<file path="config.mk">
export PLATFORM = sky130hd
export DESIGN_NAME = multi_clock_divider
export DESIGN_NICKNAME = d
export VERILOG_FILES = /design/src/rtl/multi_clock_divider.sv
export SDC_FILE = /design/constraint.sdc
export NUM_CORES = 1
export LEC_CHECK = 0
export ABC_AREA = 1
export BUFFER_PORTS_ARGS = -buffer_cell sky130_fd_sc_hd__buf_4
export CORE_MARGIN = 8
export CORE_UTILIZATION = 64
export DETAILED_ROUTE_END_ITERATION = 16
export PLACE_DENSITY = 0.78
export SKIP_CTS_REPAIR_TIMING = 1
export SYNTH_ARGS = -nofsm -noshare
export SYNTH_HDL_FRONTEND = slang
export SYNTH_SLANG_ARGS = --single-unit
</file>
<file path="constraint.sdc">
create_clock -name clk -period 10.77 [get_ports clk]
set_input_delay 0.5385 -clock clk [delete_from_list [all_inputs] [get_ports clk]]
set_output_delay 0.5385 -clock clk [all_outputs]
set_load 0.05 [all_outputs]
</file>
<file path="src/rtl/multi_clock_divider.sv">
// Multi-channel programmable clock divider.
// Each channel produces a 50% duty square wave (slow_clk) whose half-period is
// div_act clk cycles, plus a one-cycle tick on every slow_clk edge. Divisor
// writes land in a shadow register and are promoted at the next terminal count,
// so a running half-period is never cut short.
//
// Ports:
//   clk, rst       - system clock (rising edge), asynchronous active-high reset
//   cfg_we         - divisor write strobe
//   cfg_ch         - channel index for the write
//   cfg_div        - new half-period in clk cycles (0 is rejected)
//   ch_en          - per-channel run enable
//   sync_restart   - realign all channels to phase 0
//   slow_clk       - divided clocks
//   tick           - one-cycle strobe on each slow_clk edge
//   cfg_err        - one-cycle pulse after a rejected write
module multi_clock_divider #(
  parameter int unsigned NUM_CH      = 4,
  parameter int unsigned CNT_W       = 24,
  parameter int unsigned DEFAULT_DIV = 250000,
  localparam int unsigned CH_W       = (NUM_CH > 1) ? $clog2(NUM_CH) : 1
) (
  input  logic              clk,
  input  logic              rst,
  input  logic              cfg_we,
  input  logic [CH_W-1:0]   cfg_ch,
  input  logic [CNT_W-1:0]  cfg_div,
  input  logic [NUM_CH-1:0] ch_en,
  input  logic              sync_restart,
  output logic [NUM_CH-1:0] slow_clk,
  output logic [NUM_CH-1:0] tick,
  output logic              cfg_err
);

  localparam logic [CNT_W-1:0] DEF_DIV = CNT_W'(DEFAULT_DIV);

  logic [CNT_W-1:0]  cnt     [NUM_CH];
  logic [CNT_W-1:0]  div_act [NUM_CH];
  logic [CNT_W-1:0]  div_shd [NUM_CH];
  logic [NUM_CH-1:0] pend;

  logic              cfg_ok_c;
  logic [NUM_CH-1:0] wr_hit_c;
  logic [NUM_CH-1:0] tc_c;

  // Write qualification, per-channel write decode and terminal-count detect
  always_comb begin
    cfg_ok_c = cfg_we && (cfg_div != '0) && (32'(cfg_ch) < NUM_CH);
    wr_hit_c = '0;
    tc_c     = '0;
    for (int i = 0; i < NUM_CH; i++) begin
      wr_hit_c[i] = cfg_ok_c && (cfg_ch == CH_W'(i));
      // div_act is never 0, so the subtraction cannot underflow
      tc_c[i]     = (cnt[i] == (div_act[i] - CNT_W'(1)));
    end
  end

  // Per-channel counters, divisor promotion and registered outputs
  always_ff @(posedge clk or posedge rst) begin
    if (rst) begin
      cfg_err  <= 1'b0;
      slow_clk <= '0;
      tick     <= '0;
      pend     <= '0;
      for (int i = 0; i < NUM_CH; i++) begin
        cnt[i]     <= '0;
        div_act[i] <= DEF_DIV;
        div_shd[i] <= DEF_DIV;
      end
    end else begin
      cfg_err <= cfg_we && !cfg_ok_c;
      for (int i = 0; i < NUM_CH; i++) begin
        if (sync_restart) begin
          // Restart applies any pending or same-cycle divisor immediately
          cnt[i]      <= '0;
          slow_clk[i] <= 1'b0;
          tick[i]     <= 1'b0;
          pend[i]     <= 1'b0;
          if (wr_hit_c[i]) begin
            div_act[i] <= cfg_div;
            div_shd[i] <= cfg_div;
          end else begin
            div_act[i] <= div_shd[i];
          end
        end else if (!ch_en[i]) begin
          // Idle channel: no half-period to protect, so divisors apply at once
          cnt[i]      <= '0;
          slow_clk[i] <= 1'b0;
          tick[i]     <= 1'b0;
          if (wr_hit_c[i]) begin
            div_act[i] <= cfg_div;
            div_shd[i] <= cfg_div;
            pend[i]    <= 1'b0;
          end else if (pend[i]) begin
            div_act[i] <= div_shd[i];
            pend[i]    <= 1'b0;
          end
        end else if (tc_c[i]) begin
          // Half-period boundary: toggle and pick up the divisor for the next one
          cnt[i]      <= '0;
          slow_clk[i] <= ~slow_clk[i];
          tick[i]     <= 1'b1;
          if (wr_hit_c[i]) begin
            div_act[i] <= cfg_div;
            div_shd[i] <= cfg_div;
            pend[i]    <= 1'b0;
          end else if (pend[i]) begin
            div_act[i] <= div_shd[i];
            pend[i]    <= 1'b0;
          end
        end else begin
          cnt[i]  <= cnt[i] + CNT_W'(1);
          tick[i] <= 1'b0;
          if (wr_hit_c[i]) begin
            div_shd[i] <= cfg_div;
            pend[i]    <= 1'b1;
          end
        end
      end
    end
  end

endmodule

</file>
==> After elaboration in Yosys (flattened, before gate mapping) <==
Cells that the tools add are included.
{ "word_totals": {"register_bits": 301, "output_inout_bits": 9, "in_bits": 34, "word_cells": 134} }
{ "op_classes": {"n_addsub": 8, "n_bitwise": 4, "eq_ne": 15, "n_reduce_logical": 9, "n_mux": 76} }
{ "op_table": {"columns": ["operator", "n"], "rows": [
  ["2-to-1 mux 24 bit", 36],
  ["adder 24 x 1 -> 24 bit, second input constant", 4],
  ["== test 24 bit", 4],
  ["subtractor 24 x 1 -> 24 bit, second input constant", 4],
  ["2-to-1 mux 1 bit", 40],
  ["nonzero test 24 bit", 1],
  ["!= test 4 x 1 -> 1 bit, second input constant", 4],
  ["!= test 3 x 1 -> 1 bit, second input constant", 4],
  ["logical AND 1 bit", 6],
  ["== test 2 bit, second input constant", 2],
  ["NOT 1 bit", 4],
  ["== test 2 x 1 -> 1 bit, second input constant", 1],
  ["logical NOT 2 bit", 1],
  ["logical NOT 1 bit", 1]
]} }

==> Depth between registers and ports, before layout <==
{ "depth": {"depth_word": 7, "depth_mapped": 18, "depth_no_buf": 17} }

==> Worst setup path before layout <==
Ideal clock, no wire load.
{ "synth_timing": {"kind": "flip-flop to flip-flop", "start": "reg div_act[24] (netlist name)", "end": "reg div_act[27] (netlist name)", "path_slack_ps": 8611, "arrival_time_ps": 2042, "setup_ps": 117, "n_path_buf": 2, "path_stages_with_launch": 18, "synth_period_minus_slack_ps": 2159, "required_time_ps": 10653, "path_cell_list": "dfrtp_1 inv_1 ha_1 nand3_2 nor2_1 buf_4 nand3_1 nand2_1 nand2_1 a21oi_1 nand2_1 nor2_1 nand2_2 nand2_4 nand2_4 buf_6 nand2_1 nand2_1"} }
{ "synth_between": {"elab_chain_cells": 3} }
{ "synth_lines": {"columns": ["item", "line", "source"], "rows": [
  ["start: declaration", "38", "logic [CNT_W-1:0] div_act [NUM_CH];"],
  ["start signal: indexed assignment", "80", "div_act[i] <= cfg_div;"],
  ["start signal: indexed assignment", "83", "div_act[i] <= div_shd[i];"],
  ["start signal: indexed assignment", "91", "div_act[i] <= cfg_div;"],
  ["subtractor 24 x 1 -> 24 bit", "54", "tc_c[i] = (cnt[i] == (div_act[i] - CNT_W'(1)));"],
  ["== test 24 bit", "54", null],
  ["!= test 3 x 1 -> 1 bit (no source line)", null, null]
]} }
No other way between the ends.
A chain may end at the register's enable or synchronous reset.

==> Worst setup path after layout <==
{ "layout_timing": {"start": "reg div_act[0] (netlist name)", "end": "reg div_act[9] (netlist name)"} }
Same word-level chain as after synthesis.

==> flow_summary.ini <==
[status]
status = finished, final reports clean

[setup_path]
rr_worst_depth = 15
crit_cells = 15
maximum_cell_stage_delay_along_the_critical_path_ns = 0.68
timing.critical_path.fanout_max = 50
cp.required_ns = 11.21
timing_worst_setup_path_type = register to register
cp_common_cell = sky130_fd_sc_hd__nand2_1
critical_path.startpoint_type = register
worst_path_dominant_cell_family = simple AND/OR/NAND/NOR gates
critical_path_arrival_ns = 4.16
critical_path.cell_chain = inv_1 -> ha_1 -> nand2_1 -> nor2_1 -> nand2_1 -> o21bai_1 -> nand2_1 -> nor2_1 -> nand2_1 -> nor2_1 -> nand2_1 -> nand2_2 -> nand2_4 -> nand2_1 -> nand2_1
crit_slowest_cell = sky130_fd_sc_hd__nand2_2
endpoint_kind = register
critical_path.n_buffers_inverters = 1

[die]
ioPinCount = 43
die_height_um = 182
design.die.area_mm2 = 0.0330
dieWidth_um = 182
floorplan.core_area_mm2 = 0.0270
floorplan.rows = 60
start_util_pct = 65.2

[pwr]
power.leakage_uw = 0.00931
power_per_cell_area_mw_per_mm2 = 176
power.ir.vdd_worst_v = 0.000130

[grt]
first_global_vias = 14700
track_usage_pct = 27.0
antenna_violations_before_repair = 0
remaining_global_route_overflow = 0
grt_first_pass_wirelength_um = 73700
maximum_number_of_pins_on_one_net_before_global_route_repair = 161

[clock_tree]
clock_tree.root_cell = sky130_fd_sc_hd__clkbuf_16
cts-htree-levels = 1
inserted_clock_buffers = 31
clock_tree_from_tritoncts = done
clock_slew_seen_by_the_registers_of_the_worst_setup_and_hold_paths_ns = 0.07
clock_sinks = 301
clock_tree_buf_depth = 3
insertion_delay_ns = 0.57

[route]
drt.antenna.violating_nets = 0
routed_wire_length_per_instance_um = 16.2
avgViaCountPerCell = 5.58
drtPass1Iterations = 6
detail_route.iter0.violations = 1272
vias_after_detailed_routing = 15400
drt_drc_violations_left = 0
wl_um = 44900

[sta]
period_share_pct = 34.5
timing.fmax_mhz = 269
final_hold_viol_count = 0
timing.final.crit_period_ns = 3.72
max_slew.worst_pin.slew_ns = 1.13
totalNegativeSetupSlack_ns = 0
clock-skew-final_ns = 0.0184
timing_max_transition_violations_final = 0
rsz0062_at_grt = false
finalSetupViolations = 0
slew-limit-headroom_pct = 24.5

[placement]
placed_cells = 2710
dp_hpwl_um = 32900
buffer_ports.inserted = 42
routabilityCongestion = 0.958

[synth]
syn-instance-count = 2391
ys_seq_elements = 301
synth_largest_type_area_fraction_pct = 34.9
ys_top_cells_by_area = sky130_fd_sc_hd__dfrtp_1 35%, sky130_fd_sc_hd__nand2_1 15%, sky130_fd_sc_hd__dfstp_2 8.4%
synthesis.area_mm2 = 0.0176
synth_sequential_area_ratio_pct = 43.3
yosysWarnings = 0
synth.lib_cells_used.distinct = 40
synthesis.nets = 2433
asyncSetResetFlopFracSynth_pct = 100
most_frequent_cell_after_synthesis = sky130_fd_sc_hd__nand2_1
synth_enable_flop_cells = 0
yosys_top_cell_by_area = sky130_fd_sc_hd__dfrtp_1
ys_top_cells_by_count = 710 x sky130_fd_sc_hd__nand2_1, 328 x sky130_fd_sc_hd__nor2_1, 245 x sky130_fd_sc_hd__dfrtp_1
avgSynthCellArea_um2 = 7.35
synth_ff_type = sky130_fd_sc_hd__dfrtp_1

[finish]
share_of_post_route_cells_with_drive_strength_above_1_pct = 8.41
num-nets-final = 2444
fin_cells = 2768
layout_stage_area_growth_over_the_synthesis_result_pct = 7.78
antenna_cells = 0

[run]
cap_violations = 0

[hold_path]
worst_hold_path_type = primary input to asynchronous set/reset pin
-- placed cells by master, fill, tap and decap left out, types with 43 or more instances in the layout --
| cell type | instances |
|---|---|
| sky130_fd_sc_hd__nand2_1 | 710 |
| sky130_fd_sc_hd__o21ai_0 | 128 |
| sky130_fd_sc_hd__nand3_1 | 216 |
| sky130_fd_sc_hd__xor2_1 | 86 |
| sky130_fd_sc_hd__nor3_1 | 43 |
| sky130_fd_sc_hd__nor2_1 | 328 |
| sky130_fd_sc_hd__dfstp_2 | 56 |
| sky130_fd_sc_hd__buf_4 | 49 |
| sky130_fd_sc_hd__dfrtp_1 | 245 |
| sky130_fd_sc_hd__nand4_1 | 74 |
| sky130_fd_sc_hd__xnor2_1 | 75 |
| sky130_fd_sc_hd__inv_1 | 237 |
-- layer usage --
| layer | wire length [um] | global-route usage [%] |
|---|---|---|
| met5 | 0 | 0 |
| met4 | 967 | 7.12 |
| met3 | 2970 | 4.49 |
| met2 | 20800 | 43.9 |
| met1 | 20100 | 37.0 |
-- flip-flops by register name, indices dropped and copies added (netlist names) --
| name | count |
|---|---|
| cnt | 96 |
| div_act | 96 |
| div_shd | 96 |
| pend | 4 |
| slow_clk | 4 |
| tick | 4 |
| cfg_err | 1 |
-- cell type report --
type,count,area (um2)
multi-input combinational,1779,8610
inverter,240,908
clock inverter,16,176
fill,2294,8020
tap,341,427
sequential,301,7600
timing repair buffer,49,368
clock buffer,42,847
-- cells by family after synthesis --
group                    after synthesis  synth area share [%]
AND/OR/NAND/NOR                     1450                  35.7
buffers and inverters                311                  7.74
flip-flops                           301                  43.3
XOR/XNOR                             161                  8.03
AO/OA/AOI/OAI                        160                  4.74
adder cells (fa/ha/maj)                8                 0.570
-- where the power goes --
group | switching [uW] | internal [uW]
registers | 129 | 1290
clock network | 457 | 625
logic | 560 | 281
-- metrics by stage --
stage	worst slack [ns]	hold WS [ns]	area, um2	power [uW]	util, %
6_report	7.05	0.201	18900	3340	70.3
5_1_grt	6.56	0.227	18900	3530	70.3
4_1_cts	7.06	0.222	18900	3350	70.3
3_5_place_dp	7.10	0.468	17900	2260	66.5
3_3_place_gp	7.18	0.460	17900	2240	66.5
2_1_floorplan	2.01	0.442	17600	2060	-
-- final timing paths --
path	startpoint	end	slack [ns]
hold reg to reg	div_act[49]	div_act[49]	0.48
max in group asynchronous	rst	div_act[19]	8.93
hold / removal	rst	cnt[8]	0.20
setup / recovery	div_act[0]	div_act[9]	7.05
setup reg to reg	div_act[0]	div_act[9]	7.05
min in group clk	ch_en[3]	tick[3]	0.24
(Power assumes the default switching activity.)
